**config.mk**
```make
export PLATFORM = sky130hd
export DESIGN_NAME = video_mode_lock
export DESIGN_NICKNAME = d
export VERILOG_FILES = /design/src/rtl/video_pkg.sv /design/src/rtl/video_mode_lock_frame_match.sv /design/src/rtl/video_mode_lock.sv
export SDC_FILE = /design/constraint.sdc
export NUM_CORES = 1
export LEC_CHECK = 0
export CAP_MARGIN = 15
export CORE_ASPECT_RATIO = 0.75
export CORE_MARGIN = 3
export CORE_UTILIZATION = 35
export CTS_BUF_LIST = sky130_fd_sc_hd__clkbuf_16
export DETAILED_ROUTE_END_ITERATION = 8
export PLACE_DENSITY = 0.64
export SLEW_MARGIN = 25
export SYNTH_ARGS = -nofsm -noshare
export SYNTH_HDL_FRONTEND = slang
export SYNTH_HIERARCHICAL = 1
export SYNTH_SLANG_ARGS = --single-unit
```
**constraint.sdc**
```tcl
create_clock -name clk_i -period 5.9 [get_ports clk_i]
set_input_delay 1.18 -clock clk_i [delete_from_list [all_inputs] [get_ports clk_i]]
set_output_delay 1.18 -clock clk_i [all_outputs]
set_load 0.01 [all_outputs]
```
**src/rtl/video_pkg.sv**
```systemverilog
// Shared video timing types for the mode-lock controller and related
// sync/scaler logic: mode codes, lock FSM states, per-frame timing record.
package video_pkg;

    // Width of every timing field carried in vtiming_t.
    localparam int VT_W = 16;

    typedef enum logic [1:0] {
        MODE_UNKNOWN  = 2'd0,
        MODE_PENTAGON = 2'd1,
        MODE_SPEC48   = 2'd2,
        MODE_SPEC128  = 2'd3
    } mode_e;

    // Encoding 3 is deliberately left unused.
    typedef enum logic [1:0] {
        ST_SEARCH = 2'd0,
        ST_VERIFY = 2'd1,
        ST_LOCKED = 2'd2
    } lock_state_e;

    typedef struct packed {
        logic [VT_W-1:0] line_cnt;
        logic [VT_W-1:0] line_len;
        mode_e           mode;
        logic            tv;
        logic            vga;
    } vtiming_t;

    // Reasons a held lock was abandoned.
    localparam logic [1:0] CAUSE_NONE     = 2'd0;
    localparam logic [1:0] CAUSE_MISMATCH = 2'd1;
    localparam logic [1:0] CAUSE_TIMEOUT  = 2'd2;
    localparam logic [1:0] CAUSE_FORCE    = 2'd3;

    // A frame with zero lines or zero-length lines is a broken measurement.
    function automatic logic frame_is_valid(input vtiming_t f);
        return (f.line_cnt != '0) && (f.line_len != '0);
    endfunction

endpackage

```
**src/rtl/video_mode_lock_frame_match.sv**
```systemverilog
// frame_match: combinational comparison of one measured frame against a
// reference timing. Line count and mode must be equal; line length may
// differ by up to LEN_TOL clocks. Broken frames never match.
module frame_match
    import video_pkg::*;
#(
    parameter int LEN_TOL = 4
) (
    input  vtiming_t meas,
    input  vtiming_t cand,
    output logic     valid,
    output logic     match
);

    localparam logic [VT_W:0] TOL = (VT_W+1)'(LEN_TOL);

    logic [VT_W:0] len_diff;

    // Unsigned magnitude of the length difference, one bit wider than the fields.
    always_comb begin
        if (meas.line_len >= cand.line_len) begin
            len_diff = {1'b0, meas.line_len} - {1'b0, cand.line_len};
        end else begin
            len_diff = {1'b0, cand.line_len} - {1'b0, meas.line_len};
        end
    end

    // Validity gates the match so a zero-length frame cannot slip inside tolerance.
    always_comb begin
        valid = frame_is_valid(meas);
        match = valid
              && (meas.line_cnt == cand.line_cnt)
              && (meas.mode == cand.mode)
              && (len_diff <= TOL);
    end

endmodule

```
**src/rtl/video_mode_lock.sv**
```systemverilog
// video_mode_lock: decides when the measured video timing is stable,
// holds it against short glitches and publishes it with a one-cycle
// config-update pulse. W must not exceed video_pkg::VT_W.
// Optional macro VIDEO_MODE_LOCK_STATS_EN adds lock-loss statistics ports.
module video_mode_lock
    import video_pkg::*;
#(
    parameter int LOCK_FRAMES   = 4,
    parameter int UNLOCK_FRAMES = 3,
    parameter int LEN_TOL       = 4,
    parameter int TIMEOUT       = 2000000,
    parameter int W             = 16
) (
    input  logic         clk_i,
    input  logic         rst_n_i,
    input  logic         meas_rdy_i,
    input  logic [W-1:0] meas_line_cnt_i,
    input  logic [W-1:0] meas_line_len_i,
    input  logic [1:0]   meas_mode_i,
    input  logic         meas_tv_i,
    input  logic         meas_vga_i,
    input  logic         force_relock_i,
    output logic         locked_o,
    output logic [1:0]   mode_o,
    output logic [W-1:0] line_cnt_o,
    output logic [W-1:0] line_len_o,
    output logic         tv_mode_o,
    output logic         vga_mode_o,
    output logic         cfg_upd_o,
    output logic [1:0]   state_o
`ifdef VIDEO_MODE_LOCK_STATS_EN
    ,
    output logic [7:0]   lock_loss_cnt_o,
    output logic [1:0]   last_loss_cause_o
`endif
);

    localparam int             TMR_W    = $clog2(TIMEOUT + 1);
    localparam logic [TMR_W-1:0] TMR_MAX = TMR_W'(TIMEOUT);
    localparam logic [3:0]     LOCK_N   = 4'(LOCK_FRAMES);
    localparam logic [3:0]     UNLOCK_N = 4'(UNLOCK_FRAMES);

    lock_state_e       state_q, state_d;
    vtiming_t          meas;
    vtiming_t          cand_q, cand_d;
    vtiming_t          held_q, held_d;
    logic [3:0]        ok_q, ok_d;
    logic [3:0]        miss_q, miss_d;
    logic [TMR_W-1:0]  timer_q;
    logic              timeout;
    logic              frame_valid;
    logic              frame_ok;
    logic              load_lock;

    // Pack the raw measurement ports into a timing record.
    always_comb begin
        meas.line_cnt = VT_W'(meas_line_cnt_i);
        meas.line_len = VT_W'(meas_line_len_i);
        meas.mode     = mode_e'(meas_mode_i);
        meas.tv       = meas_tv_i;
        meas.vga      = meas_vga_i;
    end

    frame_match #(
        .LEN_TOL (LEN_TOL)
    ) u_match (
        .meas  (meas),
        .cand  (cand_q),
        .valid (frame_valid),
        .match (frame_ok)
    );

    // Sync-loss watchdog: counts idle cycles since the last strobe, saturating.
    always_ff @(posedge clk_i or negedge rst_n_i) begin
        if (!rst_n_i) begin
            timer_q <= '0;
        end else if (meas_rdy_i) begin
            timer_q <= '0;
        end else if (timer_q != TMR_MAX) begin
            timer_q <= timer_q + 1'b1;
        end
    end

    assign timeout = (timer_q == TMR_MAX);

    // Lock FSM next state: force beats a strobe, a strobe beats the watchdog.
    always_comb begin
        state_d   = state_q;
        cand_d    = cand_q;
        held_d    = held_q;
        ok_d      = ok_q;
        miss_d    = miss_q;
        load_lock = 1'b0;

        if (force_relock_i) begin
            state_d = ST_SEARCH;
            ok_d    = '0;
            miss_d  = '0;
        end else if (meas_rdy_i) begin
            case (state_q)
                ST_SEARCH: begin
                    if (frame_valid) begin
                        cand_d = meas;
                        ok_d   = 4'd1;
                        miss_d = '0;
                        if (LOCK_N <= 4'd1) begin
                            state_d   = ST_LOCKED;
                            load_lock = 1'b1;
                            held_d    = meas;
                        end else begin
                            state_d = ST_VERIFY;
                        end
                    end
                end
                ST_VERIFY: begin
                    if (frame_ok) begin
                        ok_d = ok_q + 4'd1;
                        if ((ok_q + 4'd1) >= LOCK_N) begin
                            state_d         = ST_LOCKED;
                            load_lock       = 1'b1;
                            miss_d          = '0;
                            held_d          = cand_q;
                            held_d.line_len = meas.line_len;
                        end
                    end else if (frame_valid) begin
                        cand_d = meas;
                        ok_d   = 4'd1;
                    end else begin
                        state_d = ST_SEARCH;
                        ok_d    = '0;
                    end
                end
                ST_LOCKED: begin
                    if (frame_ok) begin
                        miss_d = '0;
                    end else if ((miss_q + 4'd1) >= UNLOCK_N) begin
                        state_d = ST_SEARCH;
                        ok_d    = '0;
                        miss_d  = '0;
                    end else begin
                        miss_d = miss_q + 4'd1;
                    end
                end
                default: begin
                    state_d = ST_SEARCH;
                    ok_d    = '0;
                    miss_d  = '0;
                end
            endcase
        end else if (timeout) begin
            state_d = ST_SEARCH;
            ok_d    = '0;
            miss_d  = '0;
        end

        if (!(state_q inside {ST_SEARCH, ST_VERIFY, ST_LOCKED})) begin
            state_d   = ST_SEARCH;
            ok_d      = '0;
            miss_d    = '0;
            load_lock = 1'b0;
            held_d    = held_q;
        end
    end

    // State, candidate and published timing registers; timing holds after lock loss.
    always_ff @(posedge clk_i or negedge rst_n_i) begin
        if (!rst_n_i) begin
            state_q   <= ST_SEARCH;
            cand_q    <= '0;
            held_q    <= '0;
            ok_q      <= '0;
            miss_q    <= '0;
            locked_o  <= 1'b0;
            cfg_upd_o <= 1'b0;
        end else begin
            state_q   <= state_d;
            cand_q    <= cand_d;
            held_q    <= held_d;
            ok_q      <= ok_d;
            miss_q    <= miss_d;
            locked_o  <= (state_d == ST_LOCKED);
            cfg_upd_o <= load_lock;
        end
    end

    assign mode_o     = held_q.mode;
    assign line_cnt_o = W'(held_q.line_cnt);
    assign line_len_o = W'(held_q.line_len);
    assign tv_mode_o  = held_q.tv;
    assign vga_mode_o = held_q.vga;
    assign state_o    = state_q;

`ifdef VIDEO_MODE_LOCK_STATS_EN
    logic [1:0] loss_cause;

    // Classify why a held lock is being dropped this cycle.
    always_comb begin
        loss_cause = CAUSE_NONE;
        if ((state_q == ST_LOCKED) && (state_d == ST_SEARCH)) begin
            if (force_relock_i) begin
                loss_cause = CAUSE_FORCE;
            end else if (meas_rdy_i) begin
                loss_cause = CAUSE_MISMATCH;
            end else begin
                loss_cause = CAUSE_TIMEOUT;
            end
        end
    end

    // Saturating lock-loss counter plus the most recent loss reason.
    always_ff @(posedge clk_i or negedge rst_n_i) begin
        if (!rst_n_i) begin
            lock_loss_cnt_o   <= '0;
            last_loss_cause_o <= CAUSE_NONE;
        end else if (loss_cause != CAUSE_NONE) begin
            if (lock_loss_cnt_o != 8'hFF) begin
                lock_loss_cnt_o <= lock_loss_cnt_o + 8'd1;
            end
            last_loss_cause_o <= loss_cause;
        end
    end
`endif

endmodule

```
# After elaboration in Yosys (flattened, before gate mapping)
# Index checks and enable logic that the tools add are counted.
# op_classes
add_sub_neg	5
magnitude_cmp	4
eq_ne	14
muxes	42
n_bitwise	1
n_reduce_logical	14
# ops
cell	n
2-to-1 mux 36 bit	2
one-hot mux 36 bit (2 select lines)	1
2-to-1 mux 4 bit	16
2-to-1 mux 21 bit	2
subtractor 16 x 16 -> 17 bit	2
nonzero test 16 bit	2
inequality test 5 bit, second input constant	5
one-hot mux 4 bit (3 select lines)	2
adder 21 x 1 -> 21 bit, second input constant	1
equality test 21 bit, second input constant	1
inequality test 21 bit, second input constant	1
2-to-1 mux 2 bit	10
less-or-equal comparator 17 x 3 -> 1 bit, second input constant	1
2-to-1 mux 17 bit	1
equality test 16 bit	1
>= comparator 16 bit	1
AND reduction 4 bit	3
adder 4 x 1 -> 4 bit, second input constant	2
2-to-1 mux 1 bit	7
one-hot mux 2 bit (3 select lines)	1
AND reduction 6 bit	1
equality test 2 bit, second input constant	2
>= comparator 4 x 2 -> 1 bit, second input constant	1
>= comparator 4 x 3 -> 1 bit, second input constant	1
9 further kinds	13
# totals
regBits	105
inputBits	40
out_inout_bits	40
elab_cells	96

# Depth between registers and ports, before layout
# depth
ltp_word	11
ltp_mapped	19
ltp_nobuf	15

# Cells and area by module
# The synthesis kept the hierarchy.
# by_module_without_submodules
module	instances	cells_per_inst	area_each_um2
video_mode_lock	1	338	4490.6
frame_match	1	269	1814.2

# Worst setup path before layout
# OpenSTA, ideal clock, no wires.
# synth_path
kind	input to register
from	input meas_line_len_i[2]
to	register held_q, in the netlist line_cnt_o[0]
setup_time_ns	0.125
t_arrival_ns	4.707
t_required_ns	5.775
path_slack_ns	1.068
stages	18
path_buffers	3
cell_sequence	inv_1 -> ha_1 -> a21oi_2 -> a21oi_2 -> o41a_1 -> a21o_1 -> a31o_1 -> or3_1 -> a221oi_2 -> nand4_1 -> nor4_2 -> buf_2 -> o31ai_1 -> a31oi_1 -> nand3_1 -> buf_6 -> buf_6 -> mux2_4
# synth_via
elab_chain_len	6
elab_cells_between_ends	11
cone_classes	add/sub (2); order compare (2); mux (1); reduce/logical (6)
# synth_rtl
item	line_no	text
start, declared	video_mode_lock.sv:18	input logic [W-1:0] meas_line_len_i,
parallel branches: the longest is 4 deep, another holds subtractor 16 x 16 -> 17 bit	n/a	
logical AND 1 bit *	video_mode_lock_frame_match.sv:34	&& (len_diff <= TOL);
via frame_ok	video_mode_lock.sv:52	logic frame_ok;
AND reduction 6 bit (no source line) *	n/a	
end signal, assigned	video_mode_lock.sv:178	held_q <= held_d;
end, declared	video_mode_lock.sv:46	vtiming_t held_q, held_d;
# Mark *: on every way through the listed nets, which the timed path passes.
# A chain may end at the register's enable or synchronous reset.

# Final worst setup path
# layout_path
from	input meas_line_len_i[5]
to	register held_q, in the netlist line_len_o[11]
# Same word-level chain as after synthesis.

==> out/results.txt <==
outcome: finished, final reports clean
final RePlAce weighted congestion: 0.942
largest net degree at the start of global routing: 54
Tot GR Track Use: 0.175
Clock transition at path regs: 70 ps
combinational share of power: 0.273
core box area: 0.0172 mm2
setup violators final: 0
peak supply drop: 0.000136 V
clk_lat worst skew: 370 ps
Worst Hold End: cand_q[1]
deepest level of the CTS H-tree: 3
DR pass1 iterations: 5
Hold Vio Cnt, Final: 0
cell mode on critical path: buf_4
Vias/cell: 5.26
Reg power frac: 0.419
asr flop ratio synth: 1.00
Sw Share: 0.326
Seq/Total Area, Yosys: 0.417
syn nets: 684
Worst setup EP type: flop
first-pass GRT wire length: 27.2 mm
RSZ-0062 raised after global routing: false
Area growth syn-to-layout: 24.3%
Max Clock Freq: 0.185 GHz
area of the multi-input gates: 0.00340 mm2
normalized max-slew margin: 0.360
die area: 0.0197 mm2
r2r endpoint: line_len_o[11]
Final nets: 784
number of remaining DRC errors: 0
CP Cell Sequence: clkdlybuf4s50_1, inv_1, ha_1, nand3_1, nor4_1, buf_4, a31o_1, a21oi_1, nand2_1, buf_4, a32oi_1, xnor2_1, nand4_1, nor4_2, o31ai_1, a31oi_1, nand3_2, buf_12, mux2_4
crit share post-route: 0.916
chip height: 122 um
drt total wl: 16.7 mm
Netlist Area Pre-Place: 0.00630 mm2
CTS Sinks: 105
grt total ovfl: 0
hold buffers post-CTS: 0
Num CTS Buffers: 9
clock share of power: 0.309
final worst slack: 498 ps
Leak: 3.58 nW
Top FF cell, synth: dfrtp_1
antenna violations before repair: 0
cell count of the worst hold path: 1
DP Worst Slack: 250 ps
Pwr Density: 246 mW/mm2
#FFs+latches synth: 105
vias: 4980
hold crit path type: reg2reg
CTS tree: yes
vias in the first global route: 5175
CP max-delay cell: clkdlybuf4s50_1
Worst Max-Slew Pin Slew: 956 ps
Post-synth EDFFs: 0
Cell Rows: 41
Iter 0 DRT Violations: 497
Arr. time, crit path: 5640 ps
final setup TNS: 0 ps
synth warn: 6
Seq. cell area: 0.00263 mm2
Tmin final: 5400 ps
Ant. Diodes: 0
post-synthesis cell type count: 72
cts repair resizes: 0
Bufs and invs on worst path: 5
Util after Layout: 0.455
crit start category: input port
Reg2Reg Setup Slack: 1560 ps
Clock Tree Buf Depth: 2
max-slew violations: 0
# IOs: 80
total of max-cap violations: 0
worst-path maximum fanout: 33
most frequent cells in the layout: dfrtp_1 (105), clkdlybuf4s50_1 (78), mux2_2 (64), inv_1 (45), nor2_1 (40)
commonest non-fill, non-tap cell in the layout: dfrtp_1
# fillers: 1633
Req. time, crit path: 6140 ps
Antenna Nets Post-Route: 0
I/O Buffers: 79
critical path type: in2reg
fraction of layout cells with a size suffix above 1: 0.195
Switch Pwr: 628 uW
Die Span X: 161 um
DP Wirelength: 12.6 mm
reg2reg start: cand_q[14]
Synth Instances: 607
worst hold start: cand_q[1]
Synth Area per Inst: 10.4 um2
CP top delay family: buffers and inverters
wire length per cell: 17.6 um
Post-CTS Setup Inserts: 0
CTS root buf: clkbuf_16
Int Power: 1.30 mW
Starting Density: 0.366
slowest stage delay, CP: 610 ps
path depth of the worst reg2reg path: 16
skew final: 14.5 ps
## state kept, by name, summed over array words and instances, names as in the netlist
| name | flops |
|---|---|
| locked_o | 1 |
| ok_q | 4 |
| miss_q | 4 |
| state_o | 2 |
| cand_q | 36 |
| tv_mode_o | 1 |
| cfg_upd_o | 1 |
| vga_mode_o | 1 |
| mode_o | 2 |
| line_cnt_o | 16 |
| line_len_o | 16 |
| timer_q | 21 |
## logic make-up (layout without fill, tap and decap cells)
logic type      count (synthesis)  after routing  share of synthesized area
xor+xnor                       48             48                     0.0667
flops                         105            105                      0.417
compound gates                106            106                      0.116
mux                            75             75                      0.138
fa+ha+maj                      37             37                     0.0734
buf+inv                        66            170                     0.0443
simple gates                  170            170                      0.144
## synthesized netlist by cell type (2+ instances only)
master    number  area share
o21ai_0       16       0.013
ha_1          37       0.073
nor3_1        13       0.010
a31o_1         2      0.0028
a21oi_2        2      0.0028
a22o_1         2      0.0028
mux2_2        64        0.11
nand2_1       27       0.016
nand2b_1       4      0.0040
o211ai_1       6      0.0071
o21bai_1       2      0.0024
or3_1          4      0.0040
mux2i_1        2      0.0032
buf_2         13       0.010
a31oi_1        4      0.0040
nor2b_1        5      0.0050
nand4_1       16       0.016
and3_1         7      0.0069
inv_1         45       0.027
buf_6          2      0.0036
and2_1         6      0.0060
nand3_1       16       0.013
xnor2_1       32       0.044
o22ai_1        3      0.0030
a21boi_0       2      0.0024
a21bo_2        2      0.0032
o21a_1         4      0.0048
mux2_4         8       0.019
xor2_1        16       0.022
a32oi_1        2      0.0028
nand3_2        2      0.0032
a21o_1        12       0.014
a21oi_1       27       0.021
nor4_1        16       0.016
nor2_1        40       0.024
clkbuf_1       6      0.0036
dfrtp_1      105        0.42
## per-layer routing
metal  GRT usage  share of wire  up-vias  routed length, um
met5           0              0        -                  0
met4      0.0553          0.015        0                257
met3      0.0371          0.057       22                951
met2       0.260           0.44      158               7260
met1       0.255           0.49     2440               8190
li1            -              -     2360                  -
## power groups by stage
stage | Clock [mW] | Sequential, mW | Combinational (mW)
CTS | 0.615 | 0.807 | 0.518
detailed placement | 0 | 0.821 | 0.514
global route | 0.644 | 0.814 | 0.573
floorplan | 0 | 0.808 | 0.332
finish | 0.595 | 0.806 | 0.525
global placement | 0 | 0.818 | 0.505
## worst register-to-register path, delay by kind of cell (launching register included)
kind                       cells  cell delay [ps]
DFF                            1              400
muxes                          1              310
buffers and inverters          2              470
and+or+nand+nor                4              810
adders and majority gates      1              400
xor gates and xnor gates       1              170
AOI/OAI and AO/OA              7             1660
## layout make-up
cell class,count,area share
timing repair buffer,110,0.135
clock inverter,6,0.00734
clock buffer,9,0.0287
sequential,105,0.335
tap,236,0.0377
inverter,45,0.0216
multi-input combinational,436,0.434
## worst max-delay path by stage
stage / start / end / slack (ps) / cells after the start
after global placement: meas_line_len_i[5] / line_len_o[14] / 260 / 19
after detailed placement: meas_line_len_i[5] / line_len_o[14] / 250 / 19
after global routing: meas_line_len_i[5] / line_len_o[11] / 260 / 19
final: meas_line_len_i[5] / line_len_o[11] / 500 / 19
after floorplan: meas_line_len_i[2] / line_cnt_o[0] / 1070 / 18
after CTS: meas_line_len_i[5] / line_len_o[11] / 590 / 19
## stage by stage
step / cell area, um2 / cells / power, mW / hold WS, ps
2_1_floorplan: 6300 / 607 / 1.14 / 460
3_3_place_gp: 7550 / 932 / 1.32 / 474
3_5_place_dp: 7550 / 932 / 1.34 / 494
4_1_cts: 7840 / 947 / 1.94 / 510
5_1_grt: 7840 / 947 / 2.03 / 523
6_report: 7840 / 947 / 1.93 / 502
No activity file was read; power rests on OpenSTA's default activity.
